===== src/rtl/hazard_unit.sv =====
// Hazard, stall/flush and forwarding control for the 5-stage RV32 pipe.
// Also tracks data-memory waits and saturating stall/flush counters.
module hazard_unit #(
  parameter int TIMEOUT = 255,
  parameter int CNT_W   = 16
) (
  input  logic             clk,
  input  logic             reset,
  input  logic [4:0]       id_rs1,
  input  logic [4:0]       id_rs2,
  input  logic             id_use_rs1,
  input  logic             id_use_rs2,
  input  logic [4:0]       ex_rs1,
  input  logic [4:0]       ex_rs2,
  input  logic [4:0]       ex_rd,
  input  logic             ex_memread,
  input  logic             branch_taken,
  input  logic [4:0]       mem_rd,
  input  logic             mem_regwrite,
  input  logic             mem_req,
  input  logic             mem_ready,
  input  logic [4:0]       wb_rd,
  input  logic             wb_regwrite,
  output logic             ctrlf,
  output logic             pcwrite,
  output logic             ifidwrite,
  output logic             ifidflush,
  output logic             pipe_en,
  output logic [1:0]       forwarda,
  output logic [1:0]       forwardb,
  output logic             mem_timeout,
  output logic [CNT_W-1:0] stall_cnt,
  output logic [CNT_W-1:0] flush_cnt
);

  localparam int WW =
    (TIMEOUT < 1) ? 1 : $clog2(TIMEOUT + 1);
  localparam logic [WW-1:0] TMAX  = WW'(TIMEOUT);
  localparam logic [WW-1:0] TLAST = WW'(TIMEOUT - 1);

  typedef enum logic {IDLE, WAIT} state_t;

  state_t        state;
  state_t        state_nx;
  logic [WW-1:0] wcnt;
  logic          freeze;
  logic          loaduse;
  logic          stall_ev;
  logic          flush_ev;

  function automatic logic [1:0] fwd(
    input logic [4:0] rs,
    input logic [4:0] mrd,
    input logic       mwr,
    input logic [4:0] wrd,
    input logic       wwr
  );
    if (mwr && mrd != 5'd0 && mrd == rs)
      return 2'b10;
    else if (wwr && wrd != 5'd0 && wrd == rs)
      return 2'b01;
    else
      return 2'b00;
  endfunction

  always_comb begin
    state_nx = state;
    unique case (state)
      IDLE: if (mem_req && !mem_ready)
              state_nx = WAIT;
      WAIT: if (mem_ready)
              state_nx = IDLE;
      default: state_nx = IDLE;
    endcase
  end

  assign freeze =
    (state == IDLE && mem_req && !mem_ready) ||
    (state == WAIT && !mem_ready);

  assign loaduse = ex_memread && ex_rd != 5'd0 &&
    ((id_use_rs1 && id_rs1 == ex_rd) ||
     (id_use_rs2 && id_rs2 == ex_rd));

  // Freeze outranks branch, branch outranks load-use.
  always_comb begin
    ctrlf     = 1'b0;
    pcwrite   = 1'b1;
    ifidwrite = 1'b1;
    ifidflush = 1'b0;
    pipe_en   = 1'b1;
    stall_ev  = 1'b0;
    flush_ev  = 1'b0;
    forwarda  = fwd(ex_rs1, mem_rd, mem_regwrite,
                    wb_rd, wb_regwrite);
    forwardb  = fwd(ex_rs2, mem_rd, mem_regwrite,
                    wb_rd, wb_regwrite);
    if (reset) begin
      ctrlf     = 1'b1;
      pcwrite   = 1'b0;
      ifidwrite = 1'b0;
      ifidflush = 1'b1;
      pipe_en   = 1'b0;
      forwarda  = 2'b00;
      forwardb  = 2'b00;
    end else if (freeze) begin
      pcwrite   = 1'b0;
      ifidwrite = 1'b0;
      pipe_en   = 1'b0;
      stall_ev  = 1'b1;
    end else if (branch_taken) begin
      ctrlf     = 1'b1;
      ifidflush = 1'b1;
      flush_ev  = 1'b1;
    end else if (loaduse) begin
      ctrlf     = 1'b1;
      pcwrite   = 1'b0;
      ifidwrite = 1'b0;
      stall_ev  = 1'b1;
    end
  end

  always_ff @(posedge clk) begin
    if (reset) begin
      state       <= IDLE;
      wcnt        <= '0;
      mem_timeout <= 1'b0;
      stall_cnt   <= '0;
      flush_cnt   <= '0;
    end else begin
      state <= state_nx;
      if (state == WAIT && mem_ready)
        wcnt <= '0;
      else if (state == WAIT && wcnt != TMAX)
        wcnt <= wcnt + 1'b1;
      // Sticky: set on the edge the counter lands on TIMEOUT.
      if (state == WAIT && !mem_ready && wcnt == TLAST)
        mem_timeout <= 1'b1;
      if (stall_ev && stall_cnt != '1)
        stall_cnt <= stall_cnt + 1'b1;
      if (flush_ev && flush_cnt != '1)
        flush_cnt <= flush_cnt + 1'b1;
    end
  end

endmodule


===== config.mk =====
export PLATFORM = sky130hd
export DESIGN_NAME = hazard_unit
export DESIGN_NICKNAME = d
export VERILOG_FILES = /design/src/rtl/hazard_unit.sv
export SDC_FILE = /design/constraint.sdc
export NUM_CORES = 1
export LEC_CHECK = 0
export ABC_CLOCK_PERIOD_IN_PS = 4160
export CAP_MARGIN = 25
export CORE_MARGIN = 4
export CORE_UTILIZATION = 48
export CTS_CLUSTER_SIZE = 8
export DETAILED_ROUTE_END_ITERATION = 8
export PLACE_DENSITY_LB_ADDON = 0.25
export SLEW_MARGIN = 20
export SYNTH_ARGS = -nofsm -noshare
export SYNTH_HDL_FRONTEND = slang
export SYNTH_SLANG_ARGS = --single-unit

===== constraint.sdc =====
create_clock -name clk -period 4.16 [get_ports clk]
set_clock_uncertainty 0.15 [all_clocks]
set_input_delay 0.832 -clock clk [delete_from_list [all_inputs] [get_ports clk]]
set_output_delay 0.832 -clock clk [all_outputs]
set_load 0.05 [all_outputs]

==> results of run 1 <==
==> Yosys cell counts <==
library cell	count	share of area [%]
o21ai_0	7	1.5
ha_1	4	2.1
o311ai_0	4	1.5
nand4_1	12	3.1
or2_1	1	0.26
or3_1	9	2.3
nor2b_1	1	0.26
nand3_1	13	2.7
a211oi_1	1	0.31
o21bai_1	1	0.31
a21boi_1	1	0.31
o21ai_1	6	1.2
a21boi_0	1	0.31
o31a_1	1	0.36
o2111ai_1	1	0.36
inv_1	5	0.78
or3b_2	1	0.36
o31ai_1	6	1.9
nor4_1	7	1.8
clkbuf_1	7	1.1
buf_4	1	0.31
and3_1	4	1.0
inv_2	1	0.16
o22ai_1	1	0.26
xnor2_1	26	9.5
a21oi_1	18	3.7
xor2_1	21	7.6
dfxtp_1	42	35
buf_2	4	0.83
nor2_1	32	5.0
nor3_1	3	0.62
o221a_1	1	0.47
or4_1	13	4.1
o41ai_1	2	0.73
mux2i_1	1	0.42
nand2_1	32	5.0
and4_1	3	1.1
nor4b_1	2	0.73
o211ai_1	2	0.62
==> layout by cell type (no fill, tap or decap), types with 2 or more instances in the layout <==
cell type,netlist,routed
a21boi_1,1,2
a21oi_1,18,17
and3_1,4,4
and4_1,3,3
buf_12,0,8
buf_4,1,3
clkbuf_8,0,5
clkdlybuf4s50_1,0,77
dfxtp_1,42,42
ha_1,4,4
inv_1,5,5
nand2_1,32,32
nand3_1,13,13
nand4_1,12,12
nor2_1,32,32
nor3_1,3,3
nor4_1,7,5
nor4_2,0,2
nor4b_1,2,2
o211ai_1,2,2
o21ai_0,7,7
o21ai_1,6,6
o311ai_0,4,4
o31ai_1,6,6
o41ai_1,2,2
or3_1,9,9
or4_1,13,13
xnor2_1,26,26
xor2_1,21,21
==> metrics by stage <==
step                      hold slack [ps]  util [%]  total power, mW  instance area (µm²)
after floorplan                     308.0         -           0.4971                 2417
after global routing                387.2     73.10           0.8849                 3498
after detailed placement            307.4     71.14           0.5799                 3405
final                               325.6     73.10           0.8470                 3498
after global placement              299.0     71.14           0.5759                 3405
after CTS                           331.4     73.10           0.8530                 3498
==> worst max path at each step <==
stage,from,end,slack [ps],cells past startpoint
finish,mem_rd[1],forwarda[0],310,6
global route,mem_rd[1],forwardb[0],230,6
CTS,mem_rd[1],forwarda[0],310,6
detailed placement,mem_rd[1],forwarda[0],310,6
global placement,mem_rd[1],forwarda[0],440,6
floorplan,reset,pcwrite,240,4
==> flip-flops by register name, summed over array words and instances, names as in the netlist <==
| signal | count |
|---|---|
| flush_cnt | 16 |
| wcnt | 8 |
| state | 1 |
| mem_timeout | 1 |
| stall_cnt | 16 |
==> critical path: cells and delay by family <==
kind	cells	cell delay (ps)
AND/OR/NAND/NOR	3	1100
buffers and inverters	2	670
AO/OA/AOI/OAI	1	270
==> per-layer routing <==
metal / up-vias / track usage, %
met1: 1169 / 24.67
met2: 80 / 36.76
met4: 0 / 3.322
met5: - / 0
li1: 1246 / -
met3: 5 / 4.649
==> cell type report <==
| class | count | share of cell area [%] |
|---|---|---|
| sequential | 42 | 24.03 |
| timing repair buffer | 88 | 27.25 |
| clock inverter | 3 | 0.7153 |
| tap | 67 | 2.396 |
| multi-input combinational | 238 | 42.99 |
| clock buffer | 5 | 1.967 |
| inverter | 6 | 0.6438 |
==> cell families (layout without fill, tap and decap cells) <==
group | after synthesis | in the layout
and+or+nand+nor | 133 | 133
muxes | 1 | 1
xor gates and xnor gates | 47 | 47
AOI/OAI and AO/OA | 53 | 53
adders and majority gates | 4 | 4
DFF | 42 | 42
buffers and inverters | 18 | 102
==> report_power, final <==
group	internal [mW]	switching (mW)
Sequential	0.405	0.00491
Clock	0.121	0.156
Combinational	0.0806	0.0793
==> flow_summary.toml, run 1 <==
[detailed_routing]
first_pass_iters = 4
vias = 2500
vias_per_cell = 5.568
drt-met1-wl_um = 2631
drc = 0
top_layer = "met4"
dr.first_iter.drc_count = 140
wl_met3_um = 399
drt-total-wl_um = 6260
drt-wirelength-per-cell_um = 13.94
wl_met2_um = 3193
drtAntennaViolNets = 0

[critical_path]
reg2regPathDepth = 6
critPathLaunchType = "input port"
crit_slowest_cell = "or4_1"
crit_fanout = 4
cp_cell_sequence = "clkdlybuf4s50_1, or4_1, o21ai_1, nor3_1, nor4_2, buf_12"
max_stage_delay_ps = 560
end_kind = "output pin"
worstReg2RegStart = "stall_cnt[2]$_SDFFE_PP0P_"
crit_required_ps = 3180
r2r_setup_slack_ps = 1720
rr_endpoint = "stall_cnt[11]$_SDFFE_PP0P_"
worstPathArrival_ps = 2870
crit_type = "input port to output pin"

[sta]
setup_viol = 0
max_slew_margin_pct = 46.79
final_max_slew_viol_count = 0
rsz0062_at_grt = "no"
min_period_ps = 3854
fin_tns_setup_ps = 0
fin_ws_ps = 305.5
hold_viol = 0
max_freq_mhz = 259.4
timing.final.crit_share_pct = 92.66
worst_pin_slew_ps = 790.8

[hold_path]
hp-start = "mem_timeout$_SDFFE_PP0P_"
worstHoldPathType = "flip-flop to flip-flop"
whs_endpoint = "mem_timeout$_SDFFE_PP0P_"
hold_depth = 2

[place]
port_buffers = 86
dp_slack_ps = 308.3
dp.cells = 441
gp_congestion = 0.8084
dp_hpwl_um = 4869

[flow_run]
drv_cap = 0

[clocking]
cts_resized = 0
clkSinkCount = 42
worstSkewPairLatency_ps = 300
cts_buffers = 5
cts_setup_buffers = 0
h-tree-depth = 2
cts-hold-fix-buffers = 0
clkTransAtPathRegs_ps = 90
cts_tree = "yes"
root_buffer = "clkbuf_8"
clock_path_buffers = 2

[floorplan]
row_count = 25
die_area_um2 = 6206
pin_count = 87
die_h_um = 78.78
core_um2 = 4786
start_util_pct = 50.25
die_x_um = 78.78

[logic_synthesis]
yosys.area_share.adder_pct = 2.081
muxShareOfSynthArea_pct = 0.4162
synth_top_family_by_area = "simple AND/OR/NAND/NOR gates"
synth-xor-area-share_pct = 17.12
syn-num-nets = 347
netlist_area_um2 = 2405
synth_compound_area_share_pct = 13.84
syn_inst = 298
syn-mean-instance-area_um2 = 8.070
synth-seq-area-share_pct = 34.96
ys_ff_latch = 42
ys_warn_count = 0
synth_cell_type_count = 39
synthSimpleGateAreaFrac_pct = 28.41

[layout]
ff_latch_area_um2 = 840.8
areaGrowthSynthToFinish_pct = 45.47
nets = 430
n_antenna_cell = 0
layout-drive-gt1-share_pct = 6.283
final_cells = 449
nFillCells = 396
multiInputGateArea_um2 = 1504

[power]
peakVddDrop_mv = 0.2417
power.leakage_nw = 1.139
p_per_area_nw_per_um2 = 242.1

[grt]
grt_overflow_total = 0
grt_max_degree = 34
groute.usage.overall_pct = 20.26
grt_pass1_wl_um = 10440
grt_antenna_before_repair = 0
grt_pass1_vias = 2387

[outcome]
status = "finished, final reports clean"
Power figures use the tool's default switching activity.
==> inputs of run 2 (changes only) <==
GPL_TIMING_DRIVEN = 0   (was default)
==> flow_summary.toml, run 2 (synthesis gave the netlist of run 1 again) <==
[sta]
worst_pin_slew_ps = 769.5
min_period_ps = 4037
hold_viol = 0
rsz0062_at_grt = "no"
final_max_slew_viol_count = 0
max_slew_margin_pct = 48.22
setup_viol = 0
timing.final.crit_share_pct = 97.04
max_freq_mhz = 247.7
fin_ws_ps = 123.1

[power]
p_per_area_nw_per_um2 = 241.6
swShare_pct = 28.00
p_int_mw = 0.5978
pwr-share-seq_pct = 49.4
peakVddDrop_mv = 0.1822
power_mw = 0.8303
power.leakage_nw = 1.128
p_comb_share_pct = 18.5
p_clk_share_pct = 32.1
p_switching_mw = 0.2325

[critical_path]
max_stage_delay_ps = 560
cp_cell_sequence = "clkdlybuf4s50_1, or4_1, o21ai_1, nor3_1, nor4_2, dlygate4sd2_1"
rr_endpoint = "stall_cnt[5]$_SDFFE_PP0P_"
crit_family = "buffers and inverters"
crit_slowest_cell = "or4_1"
end_kind = "output pin"
r2r_setup_slack_ps = 1760
reg2regPathDepth = 7
worstReg2RegStart = "stall_cnt[2]$_SDFFE_PP0P_"
crit_fanout = 4
worstPathArrival_ps = 3050
crit_required_ps = 3180
crit_type = "input port to output pin"
cp_num_buf_inv = 2
critPathLaunchType = "input port"

[detailed_routing]
drc = 0
first_pass_iters = 5
drt-met1-wl_um = 2782
dr.first_iter.drc_count = 100
drtAntennaViolNets = 0
vias = 2549
wl_met3_um = 359
top_layer = "met4"
drt-wirelength-per-cell_um = 13.79
wl_met2_um = 3076
vias_per_cell = 5.566
drt-total-wl_um = 6316

[clocking]
clkTransAtPathRegs_ps = 90
clkSinkCount = 42
worstSkewPairLatency_ps = 300
clock_path_buffers = 2
cts_tree = "yes"
cts_setup_buffers = 0
cts-hold-fix-buffers = 0
root_buffer = "clkbuf_8"
h-tree-depth = 2
cts_buffers = 5

[grt]
grt_pass1_wl_um = 10560
grt_max_degree = 15
groute.usage.overall_pct = 20.61
grt_overflow_total = 0
grt_pass1_vias = 2414
grt_antenna_before_repair = 0

[layout]
postLayoutCoreUtil_pct = 71.82
fin_area_um2 = 3437
layout-drive-gt1-share_pct = 4.604
final_cell_mix = "clkdlybuf4s50_1 (81), dfxtp_1 (42), nand2_1 (32), nor2_1 (32), xnor2_1 (26)"
nets = 439
areaGrowthSynthToFinish_pct = 42.92
final_cells = 458
final_common_cell = "clkdlybuf4s50_1"
largestRegisters = "flush_cnt x16, stall_cnt x16, wcnt x8"
n_antenna_cell = 0

[hold_path]
hp-start = "mem_timeout$_SDFFE_PP0P_"
whs_endpoint = "mem_timeout$_SDFFE_PP0P_"
hold_depth = 2
worstHoldPathType = "flip-flop to flip-flop"

[place]
dpl_cell_area_um2 = 3352
dp.cells = 450
gp_congestion = 0.8384
dp_hpwl_um = 4949
port_buffers = 85
dp_slack_ps = -202.4

[floorplan]
start_util_pct = 50.25
row_count = 25
die_x_um = 78.78
die_h_um = 78.78
die_area_um2 = 6206
pin_count = 87
core_um2 = 4786

[outcome]
status = "finished, final reports clean"

[flow_run]
drv_cap = 0
-- run 2: power groups by stage --
stage / logic (mW) / clock network (mW) / registers, mW
after global placement: 0.151 / 0 / 0.419
after floorplan: 0.0725 / 0 / 0.425
after global routing: 0.167 / 0.290 / 0.411
after CTS: 0.155 / 0.273 / 0.410
final: 0.154 / 0.266 / 0.410
after detailed placement: 0.155 / 0 / 0.419
-- run 2: worst min-delay path: stages (launching register included) --
cell	delay [ps]
dfxtp_1	340
a21oi_1	40
nor2_1	70
-- run 2: timing repair --
action,CTS,global route
endpoints found under the hold margin,0,0
endpoints found under the setup margin,3,2
resized for setup,3,4
-- run 2: worst max-delay path by stage --
stage | from | end | slack (ps) | cells after the start
2_1_floorplan | reset | pcwrite | 240 | 4
3_3_place_gp | mem_rd[1] | forwardb[0] | -160 | 6
3_5_place_dp | mem_rd[1] | forwardb[0] | -200 | 6
4_1_cts | ex_rd[2] | ifidwrite | 20 | 6
5_1_grt | mem_rd[1] | forwarda[0] | 20 | 6
6_report | mem_rd[1] | forwarda[0] | 120 | 6
-- run 2: cell type report --
cell class / instances / area [µm²]
multi-input cells: 238 / 1500
fillers: 411 / 1349
repair buffers: 85 / 845.8
flip-flops and latches: 42 / 840.8
well taps: 67 / 83.83
clock buffers: 5 / 68.82
plain buffers: 12 / 53.80
inverters: 6 / 22.52
clock inverters: 3 / 21.27
-- run 2: per-layer routing --
layer,track usage [%],up-vias
li1,-,1267
met1,25.68,1188
met4,5.245,0
met2,35.91,79
met5,0,-
met3,4.535,15
-- run 2: through the flow --
stage | hold slack [ps] | TNS [ps]
after global placement | 301.4 | -333.1
final | 322.1 | 0
after floorplan | 308.0 | 0
after detailed placement | 307.3 | -446.2
after CTS | 328.8 | 0
after global routing | 376.2 | 0
